**src/rtl/dcache_pkg.sv**
```systemverilog
// Shared data-cache definitions.
// Holds the default address/index geometry, the memory command encodings
// carried on request buses and the requester identifiers used by the
// array-port scheduler. It has no ports.
package dcache_pkg;

    localparam int DC_ADDR_BITS = 40;
    localparam int DC_IDX_BITS  = 6;
    localparam int DC_IDX_LSB   = 6;

    // Memory command encodings.
    localparam logic [4:0] M_XRD       = 5'b00000;
    localparam logic [4:0] M_XWR       = 5'b00001;
    localparam logic [4:0] M_PFR       = 5'b00010;
    localparam logic [4:0] M_PFW       = 5'b00011;
    localparam logic [4:0] M_XA_SWAP   = 5'b00100;
    localparam logic [4:0] M_FLUSH_ALL = 5'b00101;
    localparam logic [4:0] M_XLR       = 5'b00110;
    localparam logic [4:0] M_XSC       = 5'b00111;
    localparam logic [4:0] M_XA_ADD    = 5'b01000;

    // Requesters of the shared meta/data array read port.
    typedef enum logic [2:0] {
        SRC_WB      = 3'd0,
        SRC_PROBE   = 3'd1,
        SRC_REPLAY  = 3'd2,
        SRC_RECYCLE = 3'd3,
        SRC_CPU     = 3'd4
    } dc_src_e;

endpackage

```
**src/rtl/dcache_recycle_buf.sv**
```systemverilog
// Single-entry recycle buffer.
// Captures the stage-2 request when stage 2 asks for re-execution and holds
// it until the scheduler grants it the array port.
// Ports:
//   clk, reset           clock and synchronous active-low reset
//   cap_req              stage 2 demands a recycle of its request
//   drain                buffered entry is granted this cycle
//   in_*                 stage-2 request fields
//   rec_valid, rec_*     buffered entry and its valid flag
module dcache_recycle_buf
    import dcache_pkg::*;
#(
    parameter int ADDR_BITS = DC_ADDR_BITS
) (
    input  logic                 clk,
    input  logic                 reset,
    input  logic                 cap_req,
    input  logic                 drain,
    input  logic [ADDR_BITS-1:0] in_addr,
    input  logic [8:0]           in_tag,
    input  logic [4:0]           in_cmd,
    input  logic [2:0]           in_typ,
    input  logic                 in_phys,
    input  logic [63:0]          in_data,
    output logic                 rec_valid,
    output logic [ADDR_BITS-1:0] rec_addr,
    output logic [8:0]           rec_tag,
    output logic [4:0]           rec_cmd,
    output logic [2:0]           rec_typ,
    output logic                 rec_phys,
    output logic [63:0]          rec_data
);

    logic                 valid_q, valid_d;
    logic [ADDR_BITS-1:0] addr_q,  addr_d;
    logic [8:0]           tag_q,   tag_d;
    logic [4:0]           cmd_q,   cmd_d;
    logic [2:0]           typ_q,   typ_d;
    logic                 phys_q,  phys_d;
    logic [63:0]          data_q,  data_d;
    logic                 capture_s;

    // Next-state: a free slot, or one draining this very cycle, may take a new entry.
    always_comb begin
        capture_s = cap_req && (!valid_q || drain);
        valid_d   = valid_q;
        addr_d    = addr_q;
        tag_d     = tag_q;
        cmd_d     = cmd_q;
        typ_d     = typ_q;
        phys_d    = phys_q;
        data_d    = data_q;
        if (capture_s) begin
            valid_d = 1'b1;
            addr_d  = in_addr;
            tag_d   = in_tag;
            cmd_d   = in_cmd;
            typ_d   = in_typ;
            phys_d  = in_phys;
            data_d  = in_data;
        end else if (drain) begin
            valid_d = 1'b0;
        end else begin
            valid_d = valid_q;
        end
    end

    // Entry storage; reset discards any buffered request.
    always_ff @(posedge clk) begin
        if (!reset) begin
            valid_q <= 1'b0;
            addr_q  <= '0;
            tag_q   <= 9'd0;
            cmd_q   <= 5'd0;
            typ_q   <= 3'd0;
            phys_q  <= 1'b0;
            data_q  <= 64'd0;
        end else begin
            valid_q <= valid_d;
            addr_q  <= addr_d;
            tag_q   <= tag_d;
            cmd_q   <= cmd_d;
            typ_q   <= typ_d;
            phys_q  <= phys_d;
            data_q  <= data_d;
        end
    end

    assign rec_valid = valid_q;
    assign rec_addr  = addr_q;
    assign rec_tag   = tag_q;
    assign rec_cmd   = cmd_q;
    assign rec_typ   = typ_q;
    assign rec_phys  = phys_q;
    assign rec_data  = data_q;

endmodule

```
**src/rtl/dcache_s1_sched_chk.sv**
```systemverilog
// Property checker for the s1 scheduler.
// Stage 2 must never ask for a recycle while the buffer is occupied and not
// draining, since that request would be silently dropped.
// Ports: clk, reset, s2_recycle, rec_valid, rec_gnt (all inputs).
module dcache_s1_sched_chk (
    input logic clk,
    input logic reset,
    input logic s2_recycle,
    input logic rec_valid,
    input logic rec_gnt
);

    // A recycle request must find the buffer free or draining.
    a_no_lost_recycle : assert property (@(posedge clk) disable iff (!reset)
        !(s2_recycle && rec_valid && !rec_gnt));

endmodule

```
**src/rtl/dcache_s1_sched.sv**
```systemverilog
// Data-cache s1 front-end scheduler.
// Arbitrates the shared meta/data array read port between writeback, probe,
// MSHR replay, the internal recycle buffer and the CPU (fixed priority in
// that order, except that a CPU starved for STARVE_LIMIT cycles outranks
// replay when nothing is waiting in the recycle buffer), and loads the s1
// pipeline registers from the granted request.
// Ports:
//   clk, reset                  clock, synchronous active-low reset
//   array_busy                  array port taken by refill/write; no grants
//   wb_*, probe_*               index-only read requesters
//   replay_*, cpu_req_*         full request requesters
//   s2_recycle, s2_req_*        stage-2 recycle request and its fields
//   array_read_valid/idx        array read strobe and set index
//   s1_*                        registered s1 qualifiers and request fields
module dcache_s1_sched
    import dcache_pkg::*;
#(
    parameter int ADDR_BITS    = DC_ADDR_BITS,
    parameter int IDX_BITS     = DC_IDX_BITS,
    parameter int STARVE_LIMIT = 8,
    parameter int CNT_BITS     = 4
) (
    input  logic                 clk,
    input  logic                 reset,
    input  logic                 array_busy,
    input  logic                 wb_valid,
    output logic                 wb_ready,
    input  logic [IDX_BITS-1:0]  wb_idx,
    input  logic                 probe_valid,
    output logic                 probe_ready,
    input  logic [IDX_BITS-1:0]  probe_idx,
    input  logic                 replay_valid,
    output logic                 replay_ready,
    input  logic [ADDR_BITS-1:0] replay_addr,
    input  logic [8:0]           replay_tag,
    input  logic [4:0]           replay_cmd,
    input  logic [2:0]           replay_typ,
    input  logic                 replay_phys,
    input  logic                 cpu_req_valid,
    output logic                 cpu_req_ready,
    input  logic [ADDR_BITS-1:0] cpu_req_addr,
    input  logic [8:0]           cpu_req_tag,
    input  logic [4:0]           cpu_req_cmd,
    input  logic [2:0]           cpu_req_typ,
    input  logic                 cpu_req_phys,
    input  logic                 s2_recycle,
    input  logic [ADDR_BITS-1:0] s2_req_addr,
    input  logic [8:0]           s2_req_tag,
    input  logic [4:0]           s2_req_cmd,
    input  logic [2:0]           s2_req_typ,
    input  logic                 s2_req_phys,
    input  logic [63:0]          s2_req_data,
    output logic                 array_read_valid,
    output logic [IDX_BITS-1:0]  array_read_idx,
    output logic                 s1_valid,
    output logic                 s1_replay,
    output logic                 s1_recycled,
    output logic                 s1_clk_en,
    output logic [ADDR_BITS-1:0] s1_req_addr,
    output logic [8:0]           s1_req_tag,
    output logic [4:0]           s1_req_cmd,
    output logic [2:0]           s1_req_typ,
    output logic                 s1_req_phys,
    output logic [63:0]          s1_req_data
);

    localparam int IDX_LSB = DC_IDX_LSB;

    logic                 rec_valid_s;
    logic [ADDR_BITS-1:0] rec_addr_s;
    logic [8:0]           rec_tag_s;
    logic [4:0]           rec_cmd_s;
    logic [2:0]           rec_typ_s;
    logic                 rec_phys_s;
    logic [63:0]          rec_data_s;

    logic    starve_pri_s, rec_ready_s;
    logic    wb_gnt_s, probe_gnt_s, replay_gnt_s, rec_gnt_s, cpu_gnt_s;
    dc_src_e src_s;

    logic [CNT_BITS-1:0]  starve_q, starve_d;
    logic                 s1_valid_q, s1_valid_d;
    logic                 s1_replay_q, s1_replay_d;
    logic                 s1_recycled_q, s1_recycled_d;
    logic                 s1_clk_en_q, s1_clk_en_d;
    logic [ADDR_BITS-1:0] s1_addr_q, s1_addr_d;
    logic [8:0]           s1_tag_q, s1_tag_d;
    logic [4:0]           s1_cmd_q, s1_cmd_d;
    logic [2:0]           s1_typ_q, s1_typ_d;
    logic                 s1_phys_q, s1_phys_d;
    logic [63:0]          s1_data_q, s1_data_d;

    dcache_recycle_buf #(
        .ADDR_BITS (ADDR_BITS)
    ) u_recycle_buf (
        .clk       (clk),
        .reset     (reset),
        .cap_req   (s2_recycle),
        .drain     (rec_gnt_s),
        .in_addr   (s2_req_addr),
        .in_tag    (s2_req_tag),
        .in_cmd    (s2_req_cmd),
        .in_typ    (s2_req_typ),
        .in_phys   (s2_req_phys),
        .in_data   (s2_req_data),
        .rec_valid (rec_valid_s),
        .rec_addr  (rec_addr_s),
        .rec_tag   (rec_tag_s),
        .rec_cmd   (rec_cmd_s),
        .rec_typ   (rec_typ_s),
        .rec_phys  (rec_phys_s),
        .rec_data  (rec_data_s)
    );

    dcache_s1_sched_chk u_chk (
        .clk        (clk),
        .reset      (reset),
        .s2_recycle (s2_recycle),
        .rec_valid  (rec_valid_s),
        .rec_gnt    (rec_gnt_s)
    );

    // Fixed-priority readies and grants. The CPU is held off while a recycled
    // request waits so that the older request re-executes first.
    always_comb begin
        starve_pri_s  = (starve_q == CNT_BITS'(STARVE_LIMIT)) && !rec_valid_s;
        wb_ready      = 1'b0;
        probe_ready   = 1'b0;
        replay_ready  = 1'b0;
        rec_ready_s   = 1'b0;
        cpu_req_ready = 1'b0;
        if (array_busy) begin
            wb_ready      = 1'b0;
            probe_ready   = 1'b0;
            replay_ready  = 1'b0;
            rec_ready_s   = 1'b0;
            cpu_req_ready = 1'b0;
        end else begin
            wb_ready      = 1'b1;
            probe_ready   = !wb_valid;
            // A starved CPU pushes replay down one rank.
            replay_ready  = !wb_valid && !probe_valid && !(starve_pri_s && cpu_req_valid);
            rec_ready_s   = !wb_valid && !probe_valid && !replay_valid;
            cpu_req_ready = !rec_valid_s && !wb_valid && !probe_valid
                            && (!replay_valid || starve_pri_s);
        end
        wb_gnt_s     = wb_valid && wb_ready;
        probe_gnt_s  = probe_valid && probe_ready;
        replay_gnt_s = replay_valid && replay_ready;
        rec_gnt_s    = rec_valid_s && rec_ready_s;
        cpu_gnt_s    = cpu_req_valid && cpu_req_ready;
    end

    // Granted source and the set index it reads.
    always_comb begin
        if (wb_gnt_s) begin
            src_s = SRC_WB;
        end else if (probe_gnt_s) begin
            src_s = SRC_PROBE;
        end else if (replay_gnt_s) begin
            src_s = SRC_REPLAY;
        end else if (rec_gnt_s) begin
            src_s = SRC_RECYCLE;
        end else begin
            src_s = SRC_CPU;
        end
        array_read_valid = wb_gnt_s || probe_gnt_s || replay_gnt_s || rec_gnt_s || cpu_gnt_s;
        case (src_s)
            SRC_WB:      array_read_idx = wb_idx;
            SRC_PROBE:   array_read_idx = probe_idx;
            SRC_REPLAY:  array_read_idx = replay_addr[IDX_LSB +: IDX_BITS];
            SRC_RECYCLE: array_read_idx = rec_addr_s[IDX_LSB +: IDX_BITS];
            SRC_CPU:     array_read_idx = cpu_req_addr[IDX_LSB +: IDX_BITS];
            default:     array_read_idx = '0;
        endcase
    end

    // s1 next state and CPU starvation counter.
    always_comb begin
        s1_clk_en_d   = replay_gnt_s || rec_gnt_s || cpu_gnt_s;
        s1_valid_d    = rec_gnt_s || cpu_gnt_s;
        s1_replay_d   = replay_gnt_s;
        s1_recycled_d = rec_gnt_s;
        s1_addr_d     = s1_addr_q;
        s1_tag_d      = s1_tag_q;
        s1_cmd_d      = s1_cmd_q;
        s1_typ_d      = s1_typ_q;
        s1_phys_d     = s1_phys_q;
        case (src_s)
            SRC_REPLAY: begin
                s1_addr_d = replay_addr;
                s1_tag_d  = replay_tag;
                s1_cmd_d  = replay_cmd;
                s1_typ_d  = replay_typ;
                s1_phys_d = replay_phys;
            end
            SRC_RECYCLE: begin
                s1_addr_d = rec_addr_s;
                s1_tag_d  = rec_tag_s;
                s1_cmd_d  = rec_cmd_s;
                s1_typ_d  = rec_typ_s;
                s1_phys_d = rec_phys_s;
            end
            SRC_CPU: begin
                // SRC_CPU is also the idle selection, so qualify with the grant.
                if (cpu_gnt_s) begin
                    s1_addr_d = cpu_req_addr;
                    s1_tag_d  = cpu_req_tag;
                    s1_cmd_d  = cpu_req_cmd;
                    s1_typ_d  = cpu_req_typ;
                    s1_phys_d = cpu_req_phys;
                end else begin
                    s1_addr_d = s1_addr_q;
                end
            end
            default: begin
                s1_addr_d = s1_addr_q;
            end
        endcase
        // Only recycled requests carry store data into s1.
        if (rec_gnt_s) begin
            s1_data_d = rec_data_s;
        end else begin
            s1_data_d = s1_data_q;
        end
        if (cpu_req_valid && !cpu_gnt_s) begin
            if (starve_q == CNT_BITS'(STARVE_LIMIT)) begin
                starve_d = starve_q;
            end else begin
                starve_d = starve_q + CNT_BITS'(1);
            end
        end else begin
            starve_d = '0;
        end
    end

    // s1 pipeline registers and starvation counter.
    always_ff @(posedge clk) begin
        if (!reset) begin
            starve_q      <= '0;
            s1_valid_q    <= 1'b0;
            s1_replay_q   <= 1'b0;
            s1_recycled_q <= 1'b0;
            s1_clk_en_q   <= 1'b0;
            s1_addr_q     <= '0;
            s1_tag_q      <= 9'd0;
            s1_cmd_q      <= 5'd0;
            s1_typ_q      <= 3'd0;
            s1_phys_q     <= 1'b1;
            s1_data_q     <= 64'd0;
        end else begin
            starve_q      <= starve_d;
            s1_valid_q    <= s1_valid_d;
            s1_replay_q   <= s1_replay_d;
            s1_recycled_q <= s1_recycled_d;
            s1_clk_en_q   <= s1_clk_en_d;
            s1_addr_q     <= s1_addr_d;
            s1_tag_q      <= s1_tag_d;
            s1_cmd_q      <= s1_cmd_d;
            s1_typ_q      <= s1_typ_d;
            s1_phys_q     <= s1_phys_d;
            s1_data_q     <= s1_data_d;
        end
    end

    assign s1_valid    = s1_valid_q;
    assign s1_replay   = s1_replay_q;
    assign s1_recycled = s1_recycled_q;
    assign s1_clk_en   = s1_clk_en_q;
    assign s1_req_addr = s1_addr_q;
    assign s1_req_tag  = s1_tag_q;
    assign s1_req_cmd  = s1_cmd_q;
    assign s1_req_typ  = s1_typ_q;
    assign s1_req_phys = s1_phys_q;
    assign s1_req_data = s1_data_q;

endmodule

```
**config.mk**
```make
export PLATFORM = sky130hd
export DESIGN_NAME = dcache_s1_sched
export DESIGN_NICKNAME = d
export VERILOG_FILES = /design/src/rtl/dcache_pkg.sv /design/src/rtl/dcache_recycle_buf.sv /design/src/rtl/dcache_s1_sched_chk.sv /design/src/rtl/dcache_s1_sched.sv
export SDC_FILE = /design/constraint.sdc
export NUM_CORES = 1
export LEC_CHECK = 0
export ABC_AREA = 1
export CAP_MARGIN = 20
export CORE_AREA = 3 3 154 156
export CTS_BUF_LIST = sky130_fd_sc_hd__clkbuf_8
export CTS_CLUSTER_DIAMETER = 80
export CTS_CLUSTER_SIZE = 12
export DETAILED_ROUTE_END_ITERATION = 12
export DIE_AREA = 0 0 157 159
export GPL_TIMING_DRIVEN = 0
export PLACE_DENSITY = 0.86
export SLEW_MARGIN = 20
export SYNTH_ARGS = -nofsm -noshare
export SYNTH_HDL_FRONTEND = slang
export SYNTH_SLANG_ARGS = --single-unit
```
**constraint.sdc**
```tcl
create_clock -name clk -period 3.3 [get_ports clk]
set_input_delay 0.66 -clock clk [delete_from_list [all_inputs] [get_ports clk]]
set_output_delay 0.66 -clock clk [all_outputs]
set_load 0.02 [all_outputs]
```
* Word level (Yosys, flattened, before mapping)
Cells that the tools add are included.
** Storage, ports and cells
- Bits in registers :: 253
- Bits in latches :: 0
- Bits in writable memories :: 0
- Bits in read-only memories :: 0
- Input port bits :: 258
- Output and inout bits :: 137
- Logic and storage cells :: 82
- Memories kept :: 0
** Cells by class
- $add $sub $neg :: 1
- Multiply operators :: 0
- Div/mod/pow operators :: 0
- Magnitude comparators :: 0
- Equal/unequal tests :: 6
- Shifts and indexed selects :: 0
- Mux-type cells :: 22
- Bitwise gates (word level) :: 0
- Reduce and logical (&&, ||, !) cells :: 35
** Operator list (count)
- $pmux W40 S3 :: 1
- $mux W40 :: 1
- $pmux W6 S5 :: 1
- $pmux W9 S3 :: 1
- $logic_and A1 B1 Y1 :: 15
- $mux W3 :: 5
- $pmux W5 S3 :: 1
- $logic_or A1 B1 Y1 :: 9
- $mux W9 :: 1
- $pmux W3 S3 :: 1
- $mux W1 :: 8
- $eq A3 B2 Y1 const B :: 2
- $logic_not A1 Y1 :: 6
- $mux W5 :: 1
- $add A4 B1 Y4 const B :: 1
- $eq A4 B4 Y1 const B :: 1
- $reduce_and A2 Y1 :: 2
- $eq A3 B1 Y1 const B :: 1
- $eq A3 B3 Y1 const B :: 1
- $logic_not A3 Y1 :: 1
- $pmux W1 S3 :: 1
- $reduce_bool A3 Y1 :: 1
- $ne A2 B2 Y1 const B :: 1
- $reduce_bool A2 Y1 :: 1

* Depth between registers and ports, before layout
- Word-level depth :: 13
- Gate-level depth with buffers :: 12
- Gate-level depth less buffers :: 11

* Modules after synthesis
A second synthesis with hierarchy kept.
** Unflattened totals
- Cells, all modules :: 1732
- Area, all modules :: 11634.9 µm²
** Modules (own cells, without submodules)
- dcache_s1_sched :: times used 1, cells each 927, area each 6124.6 µm², sequential area each 2602.5 µm²
- dcache_recycle_buf :: times used 1, cells each 805, area each 5510.3 µm², sequential area each 2462.4 µm²

* Worst setup path after synthesis
No wires, ideal clock.
- Kind :: input to output
- Start :: input replay_valid
- End :: output array_read_valid
- Arrival :: 1.734 ns
- Required time :: 2.640 ns
- Slack :: 0.906 ns
- Stages :: 7
- Buffers on the path :: 2
- Cell sequence :: buf_2 inv_1 nand4_2 clkbuf_1 o21ai_0 inv_1 nand3_1
** Between the ends
- Cells in the longest elaborated chain, start to end :: 6
- Elaborated cells between the ends (all ways) :: 12
- Those cells by class :: mux: 2; reduce/logical: 10
** RTL lines
- start: declaration :: line dcache_s1_sched.sv:32 : input logic replay_valid,
- $logic_not A1 Y1 :: line dcache_s1_sched.sv:143, dcache_s1_sched.sv:145
- $logic_and A1 B1 Y1 / $logic_or A1 B1 Y1 (equally long branches) :: line dcache_s1_sched.sv:143, dcache_s1_sched.sv:145
- $mux W1 / $logic_and A1 B1 Y1 (equally long branches) :: line dcache_s1_sched.sv:132, dcache_s1_sched.sv:145
- $logic_and A1 B1 Y1 / $mux W1 (equally long branches) :: line dcache_s1_sched.sv:150, dcache_s1_sched.sv:132
- $logic_or A1 B1 Y1 / $logic_and A1 B1 Y1 (equally long branches) :: line dcache_s1_sched.sv:167, dcache_s1_sched.sv:151
- $logic_or A1 B1 Y1 (*) :: line dcache_s1_sched.sv:167 : array_read_valid = wb_gnt_s || probe_gnt_s || replay_gnt_s || rec_gnt_s || cpu_gnt_s;
- end: declaration :: line dcache_s1_sched.sv:53 : output logic array_read_valid,
Mark *: on every way between the ends. The rest lies on a longest branch, timed or not.

* Worst setup path in the final report
- Start :: input wb_valid
- End :: output cpu_req_ready
** Between the ends
- Cells in the longest elaborated chain, start to end :: 5
** RTL lines
- start: declaration :: line dcache_s1_sched.sv:26 : input logic wb_valid,
- $logic_not A1 Y1 :: line dcache_s1_sched.sv:144 : cpu_req_ready = !rec_valid_s && !wb_valid && !probe_valid
- $logic_and A1 B1 Y1 (2 in series) :: line dcache_s1_sched.sv:144
- $logic_and A1 B1 Y1 :: line dcache_s1_sched.sv:145 : && (!replay_valid || starve_pri_s);
- $mux W1 :: line dcache_s1_sched.sv:132 : if (array_busy) begin
- end: declaration :: line dcache_s1_sched.sv:40 : output logic cpu_req_ready,
Every way passes these cells.

==> run summary <==
gr usage total = 0.313
kind of end point of the critical path = output pin
Chip Height = 159 µm
HP Class = flip-flop to flip-flop
Post-CTS Hold Fix Bufs = 0
reg2reg end = s1_req_phys
Max VDD drop = 0.000280 V
RR Startpoint = starve_q[0]
Clock Latency Late Sink = 550 ps
dpl cells = 2150
#FFs+latches synth = 253
Mapped Nets = 1732
Core Rows = 55
Worst Hold Margin = 459 ps
r2r setup slk = 1000 ps
fmax = 0.312 GHz
setup_tns = 0 ps
nets@finish = 2157
synth-to-layout area growth = 45.3%
leading area contributor after synthesis = dfxtp_1
die area = 25000 µm²
routed length per instance = 18.8 µm
Met1 Wirelength = 15200 µm
status = finished clean
Ports = 395
crit path to = cpu_req_ready
power density over the cells = 409 nW/µm²
post-route insts no fill = 2184
Root Driver = clkbuf_8
clock slew at reported path FFs = 80 ps
Initial Util = 0.461
vias in the first global route = 11358
Vias/cell = 5.30
met2 wire length = 20300 µm
Setup-failing EPs final = 0
max_cap viols = 0
Mapped Cells = 1472
Slew Limit Fails = 0
metal3 WL = 3610 µm
Mean Syn Cell Area = 7.05 µm²
Die X = 157 µm
H-tree Lvls = 1
max layer used = met4
CTS max path bufs = 3
WS Path Type = primary input to output pin
most frequent cells in the layout = 384 x clkdlybuf4s50_1, 368 x nor2_1, 318 x nand2_1
warning count from the yosys run = 0
Routed Antenna Nets = 0
Hold Fails Final Rpt = 0
Fillers = 1932
initial antenna violation count = 2
clk sink count = 253
first-pass GRT wire length = 61200 µm
Tightest Pin Transition = 788 ps
Area after DPL = 14700 µm²
CTS tree = yes
final wirelength = 41000 µm
Final Cell Area = 15100 µm²
Req. time, crit path = 2640 ps
post-layout min period = 3200 ps
core area = 22500 µm²
GRT overflow = 0
Netlist cell types = 26
Vias = 11583
post-DP HPWL = 31700 µm
Iter 0 DRT Violations = 747
Post-route DRC = 0
DR pass1 iterations = 5
share of cells above drive strength 1 = 0.0627
CP Launch Type = primary input
total chip power = 6.17 mW
P_leak = 6.15 nW
main area contributors after synthesis = dfxtp_1 49%, nor2_1 13%, nand2_1 12%
largest net degree at the start of global routing = 13
Num CTS Buffers = 25
Slew HR = 0.475
critical path launch point = wb_valid
RSZ-0062 raised after global routing = no
cell depth of the worst flop-to-flop path = 13
Data arrival, critical path = 2540 ps
Yosys top cell area share = 0.488
Buffers on Ports = 393
commonest non-fill, non-tap cell in the layout = clkdlybuf4s50_1
mapped cell area = 10400 µm²
sequential-to-total area share from yosys stat = 0.488
CP max FO = 6
final worst path period share = 0.971
GP Congestion = 0.924
clk_skew = 27.1 ps
[flip-flops by register name, summed over array words and instances (netlist names)]
signal and flops:
s1_req_data 64, u_recycle_buf.rec_data 64, s1_req_addr 40, u_recycle_buf.rec_addr 40
s1_req_tag 9, u_recycle_buf.rec_tag 9, s1_req_cmd 5, u_recycle_buf.rec_cmd 5
starve_q 4, s1_req_typ 3, u_recycle_buf.rec_typ 3, s1_clk_en 1
s1_recycled 1, s1_replay 1, s1_req_phys 1, s1_valid 1
u_recycle_buf.rec_phys 1, u_recycle_buf.rec_valid 1
[final cells by class]
type / count / area [µm²] / share of cell area
antenna: 2 / 5.00 / 0.000332
buffer: 108 / 538 / 0.0357
clock buffer: 25 / 344 / 0.0228
clock inverter: 2 / 15.0 / 0.000996
inverter: 54 / 203 / 0.0134
multi-input combinational: 1056 / 4610 / 0.306
sequential: 253 / 5060 / 0.336
tap: 285 / 357 / 0.0236
timing repair buffer: 399 / 3950 / 0.262
[per-stage QoR]
step,setup WS (ps),utilization
5_1_grt,0.759,0.670
3_5_place_dp,-687,0.652
6_report,96.2,0.670
2_1_floorplan,906,-
4_1_cts,15.9,0.671
3_3_place_gp,-676,0.652
[repair_timing]
action                     4_1_cts  5_1_grt
setup buffers                    6        0
pin swaps                        2        0
gates resized for setup         26       14
setup endpoints to repair        7        7
[where the power goes]
group | total [mW] | switching (mW) | internal [mW] | leakage (nW)
clock | 1.72 | 1.04 | 0.686 | 0.191
combinational | 1.12 | 0.576 | 0.545 | 3.88
sequential | 3.32 | 0.0978 | 3.22 | 2.07
[cell families (layout without fill, tap and decap cells)]
kind of cell	count (synthesis)	in the layout	share of synthesized area
other	0	2	0
and+or+nand+nor	803	803	0.316
xor gates and xnor gates	2	2	0.00169
buffers and inverters	163	588	0.0698
adders and majority gates	2	2	0.00241
AOI/OAI and AO/OA	249	249	0.122
DFF	253	253	0.488
[Yosys cell counts, drive strengths merged]
cell and number:
a21oi 99, buf 63, clkbuf 46, dfxtp 253, ha 2, inv 54
nand2 322, nand3 40, nand3b 1, nand4 67, nor2 371, nor3 2
o21ai 149, o31ai 1, xnor2 1, xor2 1
[worst max-delay path, stage by stage]
cell	delay, ps
clkdlybuf4s50_1	520
inv_2	110
nand2_2	70
nor2_4	130
buf_4	170
nand3_1	140
inv_1	80
clkdlybuf4s50_1	660
[worst min path at each step]
stage,from,end,depth (start not counted)
6_report,u_recycle_buf.rec_data[42],s1_req_data[42],2
2_1_floorplan,u_recycle_buf.rec_data[56],s1_req_data[56],2
3_3_place_gp,u_recycle_buf.rec_data[59],s1_req_data[59],2
5_1_grt,u_recycle_buf.rec_data[38],s1_req_data[38],2
4_1_cts,u_recycle_buf.rec_data[54],s1_req_data[54],2
3_5_place_dp,u_recycle_buf.rec_data[36],s1_req_data[36],2
[layer usage]
metal / global-route usage / vias up
met2: 0.560 / 529
met1: 0.346 / 5363
li1: - / 5575
met4: 0.129 / 0
met5: 0 / -
met3: 0.0834 / 116
(Power assumes the default switching activity.)
